==> config.mk <==
export PLATFORM = sky130hd
export DESIGN_NAME = pixel_fill_engine
export DESIGN_NICKNAME = d
export VERILOG_FILES = /design/src/rtl/gpu_pkg.sv /design/src/rtl/pixel_fill_engine.sv
export SDC_FILE = /design/constraint.sdc
export NUM_CORES = 1
export LEC_CHECK = 0
export BUFFER_PORTS_ARGS = -buffer_cell sky130_fd_sc_hd__buf_2
export CORE_MARGIN = 1.5
export CORE_UTILIZATION = 35
export CTS_BUF_LIST = sky130_fd_sc_hd__clkbuf_4
export DETAILED_ROUTE_END_ITERATION = 12
export SLEW_MARGIN = 10
export SYNTH_ARGS = -nofsm -noshare
export SYNTH_HDL_FRONTEND = slang
export SYNTH_SLANG_ARGS = --single-unit
==> constraint.sdc <==
create_clock -name clk -period 3.1 [get_ports clk]
set_input_delay 0.62 -clock clk [delete_from_list [all_inputs] [get_ports clk]]
set_output_delay 0.62 -clock clk [all_outputs]
set_load 0.02 [all_outputs]
==> src/rtl/gpu_pkg.sv <==
// Shared definitions for the pixel-plane path: screen geometry, pixel
// format widths and the rectangle-fill engine state encoding.
package gpu_pkg;

    localparam int H_RES      = 320;
    localparam int V_RES      = 240;
    localparam int PIX_ADDR_W = 17;
    localparam int PIX_W      = 24;

    typedef enum logic [1:0] {
        IDLE  = 2'd0,
        SETUP = 2'd1,
        FILL  = 2'd2,
        DONE  = 2'd3
    } fill_state_e;

    // Exclusive end coordinate clamped to the visible limit; 10 bits wide so
    // origin + size never wraps.
    function automatic logic [9:0] clip_end(input logic [9:0] start_plus_len,
                                            input logic [9:0] limit);
        return (start_plus_len > limit) ? limit : start_plus_len;
    endfunction

endpackage

==> src/rtl/pixel_fill_engine.sv <==
// Rectangle-fill writer for the 320x240 RGB888 pixel plane. Accepts one
// command, clips it to the screen and streams the colour into the VRAM
// write port one pixel per clock, row-major, with no bubbles at row ends.
module pixel_fill_engine
    import gpu_pkg::*;
(
    input  logic                  clk,
    input  logic                  reset,
    input  logic                  cmd_valid,
    output logic                  cmd_ready,
    input  logic [8:0]            cmd_x,
    input  logic [7:0]            cmd_y,
    input  logic [8:0]            cmd_w,
    input  logic [7:0]            cmd_h,
    input  logic [PIX_W-1:0]      cmd_color,
    output logic [PIX_ADDR_W-1:0] vram_addr,
    output logic [PIX_W-1:0]      vram_d,
    output logic                  vram_we,
    output logic                  busy,
    output logic                  done
);

    fill_state_e            state_q, state_d;
    logic [8:0]             x_q, x_d;
    logic [7:0]             y_q, y_d;
    logic [8:0]             w_q, w_d;
    logic [7:0]             h_q, h_d;
    logic [PIX_W-1:0]       color_q, color_d;
    logic [9:0]             x_end_q, x_end_d;
    logic [9:0]             y_end_q, y_end_d;
    logic [8:0]             cur_x_q, cur_x_d;
    logic [7:0]             cur_y_q, cur_y_d;
    logic [PIX_ADDR_W-1:0]  row_base_q, row_base_d;
    // The write address counter doubles as the vram_addr output register.
    logic [PIX_ADDR_W-1:0]  addr_q, addr_d;
    logic [PIX_W-1:0]       vram_d_q, vram_d_d;
    logic                   vram_we_q, vram_we_d;
    logic                   busy_q, busy_d;
    logic                   done_q, done_d;
    logic                   cmd_ready_q, cmd_ready_d;

    // y*320 built from shifts: (y<<8) + (y<<6).
    logic [PIX_ADDR_W-1:0]  setup_row_base;
    logic                   setup_empty;

    assign setup_row_base = {1'b0, y_q, 8'd0} + {3'd0, y_q, 6'd0};
    assign setup_empty    = (x_q >= 9'(H_RES)) || (y_q >= 8'(V_RES)) ||
                            (w_q == 9'd0) || (h_q == 8'd0);

    // Next-state, datapath and registered-output decode.
    always_comb begin
        state_d     = state_q;
        x_d         = x_q;
        y_d         = y_q;
        w_d         = w_q;
        h_d         = h_q;
        color_d     = color_q;
        x_end_d     = x_end_q;
        y_end_d     = y_end_q;
        cur_x_d     = cur_x_q;
        cur_y_d     = cur_y_q;
        row_base_d  = row_base_q;
        addr_d      = addr_q;
        vram_d_d    = vram_d_q;

        unique case (state_q)
            IDLE: begin
                if (cmd_valid) begin
                    x_d     = cmd_x;
                    y_d     = cmd_y;
                    w_d     = cmd_w;
                    h_d     = cmd_h;
                    color_d = cmd_color;
                    state_d = SETUP;
                end
            end
            SETUP: begin
                x_end_d    = clip_end({1'b0, x_q} + {1'b0, w_q}, 10'(H_RES));
                y_end_d    = clip_end({2'b0, y_q} + {2'b0, h_q}, 10'(V_RES));
                row_base_d = setup_row_base;
                if (setup_empty) begin
                    state_d = DONE;
                end else begin
                    cur_x_d  = x_q;
                    cur_y_d  = y_q;
                    addr_d   = setup_row_base + {8'd0, x_q};
                    vram_d_d = color_q;
                    state_d  = FILL;
                end
            end
            FILL: begin
                if ({1'b0, cur_x_q} + 10'd1 < x_end_q) begin
                    cur_x_d = cur_x_q + 9'd1;
                    addr_d  = addr_q + 17'd1;
                end else if ({2'b0, cur_y_q} + 10'd1 < y_end_q) begin
                    // Row wrap computed from the old base so the next
                    // address is ready without a bubble.
                    cur_x_d    = x_q;
                    cur_y_d    = cur_y_q + 8'd1;
                    row_base_d = row_base_q + 17'(H_RES);
                    addr_d     = row_base_q + 17'(H_RES) + {8'd0, x_q};
                end else begin
                    state_d = DONE;
                end
            end
            DONE: begin
                state_d = IDLE;
            end
            default: state_d = IDLE;
        endcase

        vram_we_d   = (state_d == FILL);
        done_d      = (state_d == DONE);
        busy_d      = (state_d != IDLE);
        cmd_ready_d = (state_d == IDLE);
    end

    // State, command and output registers with synchronous reset.
    always_ff @(posedge clk) begin
        if (reset) begin
            state_q     <= IDLE;
            x_q         <= '0;
            y_q         <= '0;
            w_q         <= '0;
            h_q         <= '0;
            color_q     <= '0;
            x_end_q     <= '0;
            y_end_q     <= '0;
            cur_x_q     <= '0;
            cur_y_q     <= '0;
            row_base_q  <= '0;
            addr_q      <= '0;
            vram_d_q    <= '0;
            vram_we_q   <= 1'b0;
            busy_q      <= 1'b0;
            done_q      <= 1'b0;
            cmd_ready_q <= 1'b1;
        end else begin
            state_q     <= state_d;
            x_q         <= x_d;
            y_q         <= y_d;
            w_q         <= w_d;
            h_q         <= h_d;
            color_q     <= color_d;
            x_end_q     <= x_end_d;
            y_end_q     <= y_end_d;
            cur_x_q     <= cur_x_d;
            cur_y_q     <= cur_y_d;
            row_base_q  <= row_base_d;
            addr_q      <= addr_d;
            vram_d_q    <= vram_d_d;
            vram_we_q   <= vram_we_d;
            busy_q      <= busy_d;
            done_q      <= done_d;
            cmd_ready_q <= cmd_ready_d;
        end
    end

    assign cmd_ready = cmd_ready_q;
    assign vram_addr = addr_q;
    assign vram_d    = vram_d_q;
    assign vram_we   = vram_we_q;
    assign busy      = busy_q;
    assign done      = done_q;

endmodule

### After elaboration in Yosys (flattened, before gate mapping)

Index checks and enable logic that the tools add are counted.

| word-level totals | value |
|---|---|
| logic and storage cells | 80 |
| output and inout bits | 45 |
| register bits after elaboration | 159 |
| input port bits | 61 |

| cells by class | value |
|---|---|
| bitwise gates (word level) | 1 |
| mux-type cells | 22 |
| $lt $le $gt $ge | 6 |
| eq/ne operators | 9 |
| reduce and logical (&&, ||, !) cells | 14 |
| add/sub/neg operators | 11 |

Operator list:

| cell | count |
|---|---|
| 2-to-1 mux 17 bit | 5 |
| one-hot mux 17 bit (2 select lines) | 2 |
| 2-to-1 mux 9 bit | 4 |
| adder 17 x 9 -> 17 bit | 2 |
| 2-to-1 mux 8 bit | 3 |
| one-hot mux 9 bit (2 select lines) | 1 |
| adder 16 x 14 -> 17 bit | 1 |
| adder 17 x 1 -> 17 bit (second input constant) | 1 |
| adder 17 x 9 -> 17 bit (second input constant) | 1 |
| one-hot mux 8 bit (2 select lines) | 1 |
| adder 9 x 1 -> 10 bit (second input constant) | 1 |
| adder 9 x 9 -> 10 bit | 1 |
| greater-than comparator 10 x 9 -> 1 bit (second input constant) | 1 |
| < comparator 10 bit | 1 |
| < comparator 9 x 10 -> 1 bit | 1 |
| 2-to-1 mux 10 bit | 1 |
| adder 8 x 1 -> 9 bit (second input constant) | 1 |
| adder 8 x 8 -> 9 bit | 1 |
| adder 9 x 1 -> 9 bit (second input constant) | 1 |
| greater-or-equal comparator 9 bit (second input constant) | 1 |
| greater-than comparator 9 x 8 -> 1 bit (second input constant) | 1 |
| zero test 9 bit | 1 |
| adder 8 x 1 -> 8 bit (second input constant) | 1 |
| equality test 2 bit (second input constant) | 4 |
| 15 further kinds | 25 |

### Longest topological paths before layout

Gate-level depths: netlist of the first run.

| depth | value |
|---|---|
| word-level depth | 7 |
| mapped depth | 15 |

### Worst setup path before layout of the first run

No wires, ideal clock.

| path | value |
|---|---|
| path kind | reg-to-reg |
| from | register cur_x_q[0] |
| to | register addr_q[7], in the netlist vram_addr[7] |
| buffers on the path | 2 |
| slack | 62 ps |
| arrival | 2905 ps |
| library setup time | 133 ps |
| cell stages (with the launch flop) | 15 |
| cell sequence | dfxtp_1 ha_1 and3_1 and3_1 and3_1 xor2_1 ha_1 a2111oi_4 nand2_2 o211ai_4 buf_2 buf_2 o21ai_0 a211oi_1 nor3_1 |

| between the ends | value |
|---|---|
| word-level cells in the longest chain between the ends | 4 |
| elaborated cells on any way between the ends | 6 |

Ends and longest elaborated chain:

| what | RTL line | text |
|---|---|---|
| start, declared | pixel_fill_engine.sv:31 | `logic [8:0] cur_x_q, cur_x_d;` |
| start signal, assigned | pixel_fill_engine.sv:147 | `cur_x_q <= cur_x_d;` |
| adder 9 x 1 -> 10 bit (*) | pixel_fill_engine.sv:92 | `if ({1'b0, cur_x_q} + 10'd1 < x_end_q) begin` |
| < comparator 10 bit (*) | pixel_fill_engine.sv:92 |  |
| != test 3 bit (no source line) or 2-to-1 mux 17 bit (tied branches) | -- |  |
| AND reduction 3 bit (no source line) or one-hot mux 17 bit (2 select lines) (tied branches) | -- |  |
| end signal, assigned | pixel_fill_engine.sv:150 | `addr_q <= addr_d;` |
| end, declared | pixel_fill_engine.sv:35 | `logic [PIX_ADDR_W-1:0] addr_q, addr_d;` |

Mark *: on every way between the ends. The rest lies on a longest branch, timed or not.
A chain may end at the register's enable or synchronous reset.

### Worst setup path after layout of the first run

| path | value |
|---|---|
| from | register cur_x_q[1] |
| to | register addr_q[5], in the netlist vram_addr[5] |

The elaborated chain is that of the path after synthesis.

==> results of run 1 <==
[area by class of cell]
type                            instances  area, um^2
Timing Repair Buffer                  162        1040
Antenna cell                            1        2.50
Sequential cell                       152        3050
Tap cell                              324         405
Inverter                               44         165
Clock buffer                           17         128
Fill cell                            2496       14000
Multi-Input combinational cell        838        5500
Clock inverter                         15         164
[worst max-delay path: cells and delay by family, from the launching register on]
| kind | cells | cell delay [ns] |
|---|---|---|
| compound gates | 4 | 0.81 |
| xor+xnor | 1 | 0.16 |
| fa+ha+maj | 2 | 0.36 |
| flops | 1 | 0.37 |
| simple gates | 6 | 1.30 |
[flip-flops by register name, indices dropped and copies added, names as in the netlist]
signal and count:
done 1, vram_we 1, x_q 9, y_q 8, y_end_q 9, cur_x_q 9, cmd_ready 1, vram_addr 17
cur_y_q 8, w_q 9, vram_d 24, busy 1, row_base_q 11, color_q 24, h_q 8, state_q 2
x_end_q 10
[cell families after synthesis]
kind of cell / synth area share
compound gates: 0.208
simple gates: 0.216
fa+ha+maj: 0.0861
mux: 0.0360
flops: 0.347
xor+xnor: 0.0586
buf+inv: 0.0487
[timing repair]
action	in CTS	in global routing
gates cloned	0	1
hold buffers	0	0
resized for setup	7	38
setup endpoints to repair	34	50
pin swaps	4	16
buffers inserted	3	4
hold endpoints to repair	0	0
[power groups by stage]
stage	Combinational [mW]	Clock (mW)	Sequential, mW
2_1_floorplan	3.03	0	2.77
3_3_place_gp	4.36	0	2.74
3_5_place_dp	4.39	0	2.75
4_1_cts	4.50	1.32	2.70
5_1_grt	5.25	1.41	2.78
6_report	4.79	1.27	2.72
[per-stage QoR]
| step | utilization | area [um^2] | power [mW] | instances |
|---|---|---|---|---|
| finish | 0.427 | 10500 | 8.79 | 1553 |
| global route | 0.427 | 10500 | 9.43 | 1553 |
| CTS | 0.417 | 10200 | 8.53 | 1547 |
| detailed placement | 0.404 | 9870 | 7.14 | 1512 |
| global placement | 0.404 | 9870 | 7.10 | 1512 |
| floorplan | - | 8780 | 5.80 | 1092 |
[worst max path at each step]
stage,from,endpoint,slack (ns),depth (start not counted)
after CTS,cur_x_q[0]$_SDFFE_PP0P_,vram_addr[5]$_SDFFE_PP0P_,0.006,13
after global placement,cur_x_q[0]$_SDFFE_PP0P_,cur_x_q[3]$_SDFFE_PP0P_,-0.01,14
after global routing,cur_x_q[0]$_SDFFE_PP0P_,vram_addr[5]$_SDFFE_PP0P_,-0.05,13
final,cur_x_q[1]$_SDFFE_PP0P_,vram_addr[5]$_SDFFE_PP0P_,0.04,13
after floorplan,cur_x_q[0]$_SDFFE_PP0P_,vram_addr[7]$_SDFFE_PP0P_,0.06,14
after detailed placement,cur_x_q[0]$_SDFFE_PP0P_,vram_addr[5]$_SDFFE_PP0P_,-0.08,13
[routing by layer]
layer / routed length (um) / global-route usage / part of all wire
met1: 11800 / 0.257 / 0.51
met5: 0 / 0 / 0
met2: 10200 / 0.281 / 0.44
met4: 250 / 0.0438 / 0.011
met3: 994 / 0.0318 / 0.043
[layout by cell type (no fill, tap or decap), drive strengths merged, types with 28 or more instances in the layout]
cell type / Yosys / routed
mux2i: 29 / 29
buf: 20 / 161
o21ai: 48 / 48
inv: 44 / 50
nor3: 28 / 28
ha: 54 / 54
nand2: 181 / 181
a21oi: 119 / 119
nor2: 97 / 97
dfxtp: 152 / 152
xnor2: 38 / 38
==> metrics.md, run 1 <==
| Metric | Value |
|---|---|
| Final setup violation count | `0` |
| Max incr delay on CP | `0.54 ns` |
| Switching Share | `0.453` |
| Starting Density | `0.359` |
| Clock sink count | `around 150` |
| Crit. End Element | `flip-flop` |
| Hold path cells | `3` |
| Largest net degree at the start of global routing | `74` |
| Synth area leader | `dfxtp_1` |
| Hold path start | `cmd_h[7]` |
| Hold Slack | `0.276 ns` |
| ANT nets after route | `0` |
| First-pass DRT Iterations | `5` |
| Fin. Hold Viols | `0` |
| FP Rows | `57` |
| Max Slew Vio Count | `0` |
| Int Power | `around 4.8 mW` |
| Register area share after synthesis | `0.347` |
| DRT iter0 DRCs | `between 500 and 600` |
| Clk_skew | `~0.028 ns` |
| CTS max path bufs | `2` |
| Clock slew at reported path FFs | `about 0.16 ns` |
| Syn. warnings | `0` |
| Slew @ Worst Pin | `0.747 ns` |
| First-pass GRT wire length | `about 38000 um` |
| RR Endpoint | `vram_addr[5]$_SDFFE_PP0P_` |
| Final net count | `roughly 1300` |
| Routability cong. | `around 0.81` |
| Number of H-tree levels | `4` |
| Share of cells above drive strength 1 | `0.211` |
| Mean post-synth cell area | `8.04 um^2` |
| Worst-path fanout max | `6` |
| Remaining global-route overflow | `0` |
| Die area | `about 26000 um^2` |
| Final wirelength | `23300 um` |
| Syn_nets | `~1200` |
| Net Switching | `~4 mW` |
| R2R setup slack | `about 0.041 ns` |
| MaxCap Viol Count | `0` |
| Commonest cells post-synth | `nand2_1 (179), dfxtp_1 (152), a21oi_1 (117), nor2_1 (96), ha_1 (54)` |
| Final setup TNS | `0 ns` |
| GRT Resource Usage Total | `0.180` |
| Yosys top cell area share | `0.347` |
| IO Count | `approximately 110` |
| Root buf cell | `clkbuf_4` |
| Lkg Pwr | `approximately 4.3 nW` |
| CTS tree | `yes` |
| Worst Hold End | `h_q[7]$_SDFFE_PP0P_` |
| Vias in the first global route | `about 7500` |
| Arr. time, crit path | `about 3.6 ns` |
| Register bit total from synthesis | `roughly 150` |
| Placement Setup Slack | `-0.0756 ns` |
| Final HPWL DP | `16700 um` |
| Pwr/cell area | `840 nW/um^2` |
| Core area | `between 20000 and 25000 um^2` |
| Die width | `around 160 um` |
| R2R cell count | `13` |
| Post-synth EDFFs | `0` |
| Mean routed wirelength per cell | `15.0 um` |
| Port bufs | `approximately 110` |
| Slew HR | `0.500` |
| Crit path launch type | `flip-flop` |
| Part of the power in the clock network | `0.145` |
| Sequential share of power | `0.310` |
| Tmin final | `between 3 and 4 ns` |
| Num CTS Buffers | `17` |
| Status | `finished, final reports clean` |
| Remaining DRCs | `0` |
| FFs w/ async S/R, synth | `0` |
| Fmax | `roughly 330 MHz` |
| Worst vdd rail ir drop | `a little over 600 uV` |
| Worst path cell trace | `ha_4 > and3_4 > and3_4 > and3_4 > xor2_2 > ha_2 > a2111oi_4 > nand2_2 > o211ai_4 > nand2_4 > or4_1 > a21o_1 > a21oi_2` |
| Cells after synthesis | `~1100` |
| Unrepaired setup endpoints after global routing | `true` |
| Synth cell types | `just over 80` |
| Combinational power share | `0.546` |
| Slowest CP cell | `or4_1` |
| Vias/cell | `roughly 5.2` |
| P&R area growth vs syn | `19.1%` |
| Ys flop type | `dfxtp_1` |
| Dominant cells by area after synthesis | `dfxtp_1 (35%), ha_1 (7.7%), nand2_1 (7.7%), a21oi_1 (6.7%), nor2_1 (4.1%)` |
| Hold crit path type | `in -> reg` |
| Fin crit share | `0.987` |
| Vias | `8007` |
| Most numerous cell in the Yosys netlist | `nand2_1` |
| Initial antenna violation count | `1` |
| Critical setup path kind | `reg -> reg` |
| Worst setup slack after layout | `approximately 0.04 ns` |
| Worst R2R Start | `cur_x_q[1]$_SDFFE_PP0P_` |
| WP data required | `~3.6 ns` |
| Crit-path most repeated cell | `and3_4` |
| Clock latency on the worst-skew pair | `roughly 0.55 ns` |
| Synthesized area | `slightly below 9000 um^2` |
| Die H | `around 160 um` |
(Power assumes the default switching activity.)
==> run 2: changes to the inputs <==
- HOLD_SLACK_MARGIN: unset -> 0.05
- clock period: 3.1 -> 3.18 ns (I/O delays scaled with it)
==> metrics.md, run 2 (same netlist as run 1, synthesis figures left out) <==
| Metric | Value |
|---|---|
| Critical setup path kind | `reg -> reg` |
| Core area | `24500 um^2` |
| Worst-path fanout max | `6` |
| Final HPWL DP | `~16000 um` |
| Vias | `about 8000` |
| RR Endpoint | `vram_addr[5]$_SDFFE_PP0P_` |
| CTS tree | `yes` |
| Dpl cells | `approximately 1500` |
| Max Slew Vio Count | `0` |
| Worst R2R Start | `cur_x_q[1]$_SDFFE_PP0P_` |
| Max incr delay on CP | `0.55 ns` |
| Share of cells above drive strength 1 | `0.207` |
| IO Count | `between 100 and 150` |
| Failing checks | `setup timing` |
| Slew @ Worst Pin | `approximately 0.73 ns` |
| Vias/cell | `slightly above 5` |
| Crit-path most repeated cell | `and3_4` |
| Clk_skew | `roughly 0.034 ns` |
| Met2 wire len | `9940 um` |
| CTS Hold Bufs | `0` |
| Hold Slack | `about 0.25 ns` |
| Tmin final | `around 3.2 ns` |
| Metal1 wirelength | `approximately 12000 um` |
| Highest Signal Layer | `met4` |
| Die area | `about 26000 um^2` |
| Remaining DRCs | `0` |
| Hold crit path type | `in -> reg` |
| Fin. Hold Viols | `0` |
| Unrepaired setup endpoints after global routing | `true` |
| Placement Setup Slack | `-0.0438 ns` |
| Crit path from | `cur_x_q[1]$_SDFFE_PP0P_` |
| Starting Density | `0.359` |
| Mean routed wirelength per cell | `between 10 and 15 um` |
| Clock sink count | `about 150` |
| Vias in the first global route | `~7400` |
| Worst vdd rail ir drop | `slightly above 500 uV` |
| Worst path cell trace | `ha_4 > and3_4 > and3_4 > and3_4 > xor2_2 > ha_2 > a2111oi_4 > nand2_2 > o211ai_4 > nand2_4 > or4_4 > a21o_1 > a21oi_1` |
| Final setup violation count | `1` |
| Fmax | `312 MHz` |
| Tot Pwr | `between 9 and 10 mW` |
| Commonest non-fill, non-tap cells in the layout | `nand2_1 (178), dfxtp_1 (149), a21oi_1 (116)` |
| ANT nets after route | `0` |
| GRT Resource Usage Total | `0.177` |
| Die H | `161 um` |
| Clock slew at reported path FFs | `between 0.15 and 0.2 ns` |
| Placement Cell Area | `around 9800 um^2` |
| Clock latency on the worst-skew pair | `around 0.59 ns` |
| Final setup TNS | `-0.0204 ns` |
| Slowest CP cell | `or4_4` |
| Initial antenna violation count | `1` |
| R2R cell count | `13` |
| R2R setup slack | `-0.02 ns` |
| FP Rows | `57` |
| P&R area growth vs syn | `19.4%` |
| Final std cells w/o fill | `~1600` |
| Port bufs | `between 100 and 150` |
| Crit path launch type | `flip-flop` |
| Wire length on met3 | `811 um` |
| DRT iter0 DRCs | `455` |
| Slew HR | `0.513` |
| First-pass GRT wire length | `37500 um` |
| MaxCap Viol Count | `0` |
| Worst setup slack after layout | `-0.0204 ns` |
| Routability cong. | `between 0.8 and 0.9` |
| Commonest non-fill, non-tap cell in the layout | `nand2_1` |
| Fin crit share | `1.01` |
| Arr. time, crit path | `3.74 ns` |
| Crit. End Element | `flip-flop` |
| Pwr/cell area | `between 800 and 900 nW/um^2` |
| Number of H-tree levels | `4` |
| Post-route cell area | `10500 um^2` |
| Die width | `161 um` |
| Num CTS Buffers | `17` |
| First-pass DRT Iterations | `5` |
| Remaining global-route overflow | `0` |
| WP data required | `about 3.7 ns` |
| Largest net degree at the start of global routing | `70` |
| Root buf cell | `clkbuf_4` |
| Lkg Pwr | `about 4.4 nW` |
| CTS max path bufs | `2` |
| Setup crit end | `vram_addr[5]$_SDFFE_PP0P_` |
| Final core area utilization | `0.429` |
| Final wirelength | `approximately 23000 um` |
| Final net count | `about 1300` |
| Status | `finished with violations` |
==> run 2: power by group <==
| part | leakage [nW] | internal [mW] | switching (mW) |
|---|---|---|---|
| Sequential | 1.24 | 2.29 | 0.368 |
| Clock | 0.164 | 0.376 | 0.893 |
| Combinational | 2.97 | 2.32 | 2.78 |
| Total | 4.38 | 4.98 | 4.04 |
==> run 2: layout make-up <==
| type | count | area [um^2] |
|---|---|---|
| Timing Repair Buffer | 166 | 1110 |
| Clock buffer | 17 | 128 |
| Multi-Input combinational cell | 838 | 5450 |
| Sequential cell | 152 | 3050 |
| Fill cell | 2482 | 14000 |
| Tap cell | 324 | 405 |
| Antenna cell | 1 | 2.50 |
| Inverter | 44 | 165 |
| Clock inverter | 15 | 176 |
==> run 2: worst min-delay path by stage <==
stage                                 start                       end  slack, ns  depth (start not counted)
floorplan           x_end_q[3]$_SDFFE_PP0P_   x_end_q[3]$_SDFFE_PP0P_       0.43                          2
global placement    x_end_q[1]$_SDFFE_PP0P_   x_end_q[1]$_SDFFE_PP0P_       0.44                          2
detailed placement  x_end_q[9]$_SDFFE_PP0P_   x_end_q[9]$_SDFFE_PP0P_       0.44                          2
CTS                           cmd_color[19]  color_q[19]$_SDFFE_PP0P_       0.20                          3
global route                  cmd_color[16]  color_q[16]$_SDFFE_PP0P_       0.18                          3
finish                        cmd_color[16]  color_q[16]$_SDFFE_PP0P_       0.25                          3
==> run 2: repair_timing <==
item | 4_1_cts | 5_1_grt
pin swaps | 2 | 17
gates resized for setup | 6 | 33
endpoints found under the setup margin | 10 | 45
setup buffers | 0 | 11
cloned | 0 | 4
==> run 2: routing by layer <==
metal  up-vias  track usage
met2       146        0.274
met3        18       0.0318
met1      3725        0.254
met4         0       0.0438
met5         -            0
li1       4090            -
==> run 2: critical path: cells and delay by family (launching register included) <==
family,cells,cell delay [ns]
and+or+nand+nor,6,1.32
AOI/OAI and AO/OA,4,0.93
DFF,1,0.39
adders and majority gates,2,0.37
xor gates and xnor gates,1,0.15
==> run 3: changes to the inputs <==
- CTS_BUF_LIST: sky130_fd_sc_hd__clkbuf_4 -> unset
==> metrics.md, run 3 (same netlist as run 1, synthesis figures left out) <==
| Metric | Value |
|---|---|
| Root buf cell | `clkbuf_16` |
| Share of cells above drive strength 1 | `0.200` |
| Clk_skew | `between 0.01 and 0.015 ns` |
| Worst setup slack after layout | `roughly 0.026 ns` |
| R2R setup slack | `0.03 ns` |
| Post-route cell area | `~11000 um^2` |
| Max Slew Vio Count | `0` |
| RR Endpoint | `vram_addr[5]$_SDFFE_PP0P_` |
| Critical setup path kind | `reg -> reg` |
| Hold path start | `cmd_color[16]` |
| Commonest non-fill, non-tap cells in the layout | `nand2_1 (178), dfxtp_1 (149), a21oi_1 (116)` |
| Dpl cells | `roughly 1500` |
| Final std cells w/o fill | `between 1500 and 2000` |
| Crit. End Element | `flip-flop` |
| Fin crit share | `0.992` |
| CTS Hold Bufs | `0` |
| Mean routed wirelength per cell | `approximately 15 um` |
| Crit path max-delay family | `simple AND/OR/NAND/NOR gates` |
| Antenna Cells | `0` |
| Die width | `around 160 um` |
| Slew @ Worst Pin | `roughly 0.75 ns` |
| Hold path cells | `3` |
| Routability cong. | `about 0.82` |
| Combinational power share | `0.505` |
| Worst Hold End | `color_q[16]$_SDFFE_PP0P_` |
| Die area | `26000 um^2` |
| Die H | `161 um` |
| Max incr delay on CP | `0.56 ns` |
| Unrepaired setup endpoints after global routing | `true` |
| MaxCap Viol Count | `0` |
| Core area | `24500 um^2` |
| First-pass GRT wire length | `around 38000 um` |
| Arr. time, crit path | `about 3.5 ns` |
| First-pass DRT Iterations | `5` |
| Crit-path most repeated cell | `and3_4` |
| Worst-path fanout max | `5` |
| Worst R2R Start | `cur_x_q[0]$_SDFFE_PP0P_` |
| Slowest CP cell | `or4_4` |
| Hold crit path type | `in -> reg` |
| Pwr/cell area | `about 900 nW/um^2` |
| Sequential share of power | `0.279` |
| GRT Resource Usage Total | `0.179` |
| Placement Setup Slack | `-0.0438 ns` |
| Fmax | `between 300 and 400 MHz` |
| Vias/cell | `around 5.1` |
| Final core area utilization | `0.435` |
| Clock sink count | `between 150 and 200` |
| Placement Cell Area | `9840 um^2` |
| Num CTS Buffers | `17` |
| Number of H-tree levels | `4` |
| WP data required | `3.54 ns` |
| Port bufs | `about 110` |
| Slew HR | `0.501` |
| Commonest non-fill, non-tap cell in the layout | `nand2_1` |
| Tot Pwr | `approximately 9.5 mW` |
| Net Switching | `4.04 mW` |
| IO Count | `between 100 and 150` |
| Fill cells | `about 2500` |
| Crit path launch type | `flip-flop` |
| Remaining DRCs | `0` |
| Lkg Pwr | `between 4 and 5 nW` |
| Initial antenna violation count | `0` |
| Remaining global-route overflow | `0` |
| Clock slew at reported path FFs | `around 0.080 ns` |
| Crit path from | `cur_x_q[0]$_SDFFE_PP0P_` |
| Switching Share | `0.425` |
| Final net count | `1332` |
| Worst path cell trace | `ha_4 > and3_4 > and3_4 > and3_4 > xor2_2 > ha_2 > a2111oi_4 > nand2_2 > o211ai_4 > nand2_4 > or4_4 > a21o_1 > a21oi_1` |
| Clock latency on the worst-skew pair | `about 0.43 ns` |
| Final HPWL DP | `16500 um` |
| Fin. Hold Viols | `0` |
| Hold Slack | `~0.44 ns` |
| Largest net degree at the start of global routing | `70` |
| Final wirelength | `around 23000 um` |
| CTS max path bufs | `2` |
| Final setup TNS | `0 ns` |
| Worst vdd rail ir drop | `approximately 500 uV` |
| FP Rows | `57` |
| DRT iter0 DRCs | `between 400 and 500` |
| Number of buffers and inverters on the critical path | `0` |
| Tmin final | `3.15 ns` |
| Vias | `around 8000` |
| Starting Density | `0.359` |
| CTS tree | `yes` |
| Status | `finished, final reports clean` |
| Int Power | `around 5.5 mW` |
| Vias in the first global route | `around 7500` |
| Part of the power in the clock network | `0.216` |
| R2R cell count | `13` |
| Final setup violation count | `0` |
| P&R area growth vs syn | `21.2%` |
| ANT nets after route | `0` |
## run 3: worst max-delay path by stage
stage                                  to  slack, ns  cells past startpoint
5_1_grt         vram_addr[5]$_SDFFE_PP0P_      -0.09                     13
3_3_place_gp   vram_addr[11]$_SDFFE_PP0P_       0.03                     13
6_report        vram_addr[5]$_SDFFE_PP0P_       0.03                     13
2_1_floorplan   vram_addr[7]$_SDFFE_PP0P_       0.14                     14
3_5_place_dp   vram_addr[11]$_SDFFE_PP0P_      -0.04                     13
4_1_cts        vram_addr[11]$_SDFFE_PP0P_      0.007                     13
## run 3: area by class of cell
| cell class | count | area (um^2) | share of cell area |
|---|---|---|---|
| clock buffer | 17 | 425 | 0.0400 |
| clock inverter | 15 | 176 | 0.0166 |
| inverter | 44 | 165 | 0.0155 |
| multi-input combinational | 838 | 5410 | 0.508 |
| sequential | 152 | 3050 | 0.286 |
| tap | 324 | 405 | 0.0381 |
| timing repair buffer | 160 | 1020 | 0.0955 |
## run 3: routing by layer
metal / wire length, um / vias to the layer above / global-route usage / part of all wire
met2: 10100 / 129 / 0.278 / 0.44
li1: - / 4064 / - / -
met4: 173 / 0 / 0.0434 / 0.0075
met5: 0 / - / 0 / 0
met1: 11900 / 3763 / 0.255 / 0.52
met3: 890 / 10 / 0.0329 / 0.039
## run 3: power by group through the flow
stage / clock network (mW) / logic [mW] / registers, mW
after floorplan: 0 / 2.95 / 2.70
after global placement: 0 / 4.21 / 2.68
after detailed placement: 0 / 4.25 / 2.69
after CTS: 2.10 / 4.61 / 2.65
after global routing: 2.18 / 5.30 / 2.72
final: 2.06 / 4.81 / 2.66
## run 3: timing repair
action / 4_1_cts / 5_1_grt
setup endpoints to repair: 5 / 44
gates cloned: 1 / 0
pin swaps: 2 / 14
setup buffers: 1 / 7
resized for setup: 7 / 22
## run 3: worst min-delay path, cell delays in order
cell and delay [ns]:
buf_2 0.09, nand2_1 0.04, a21oi_1 0.05
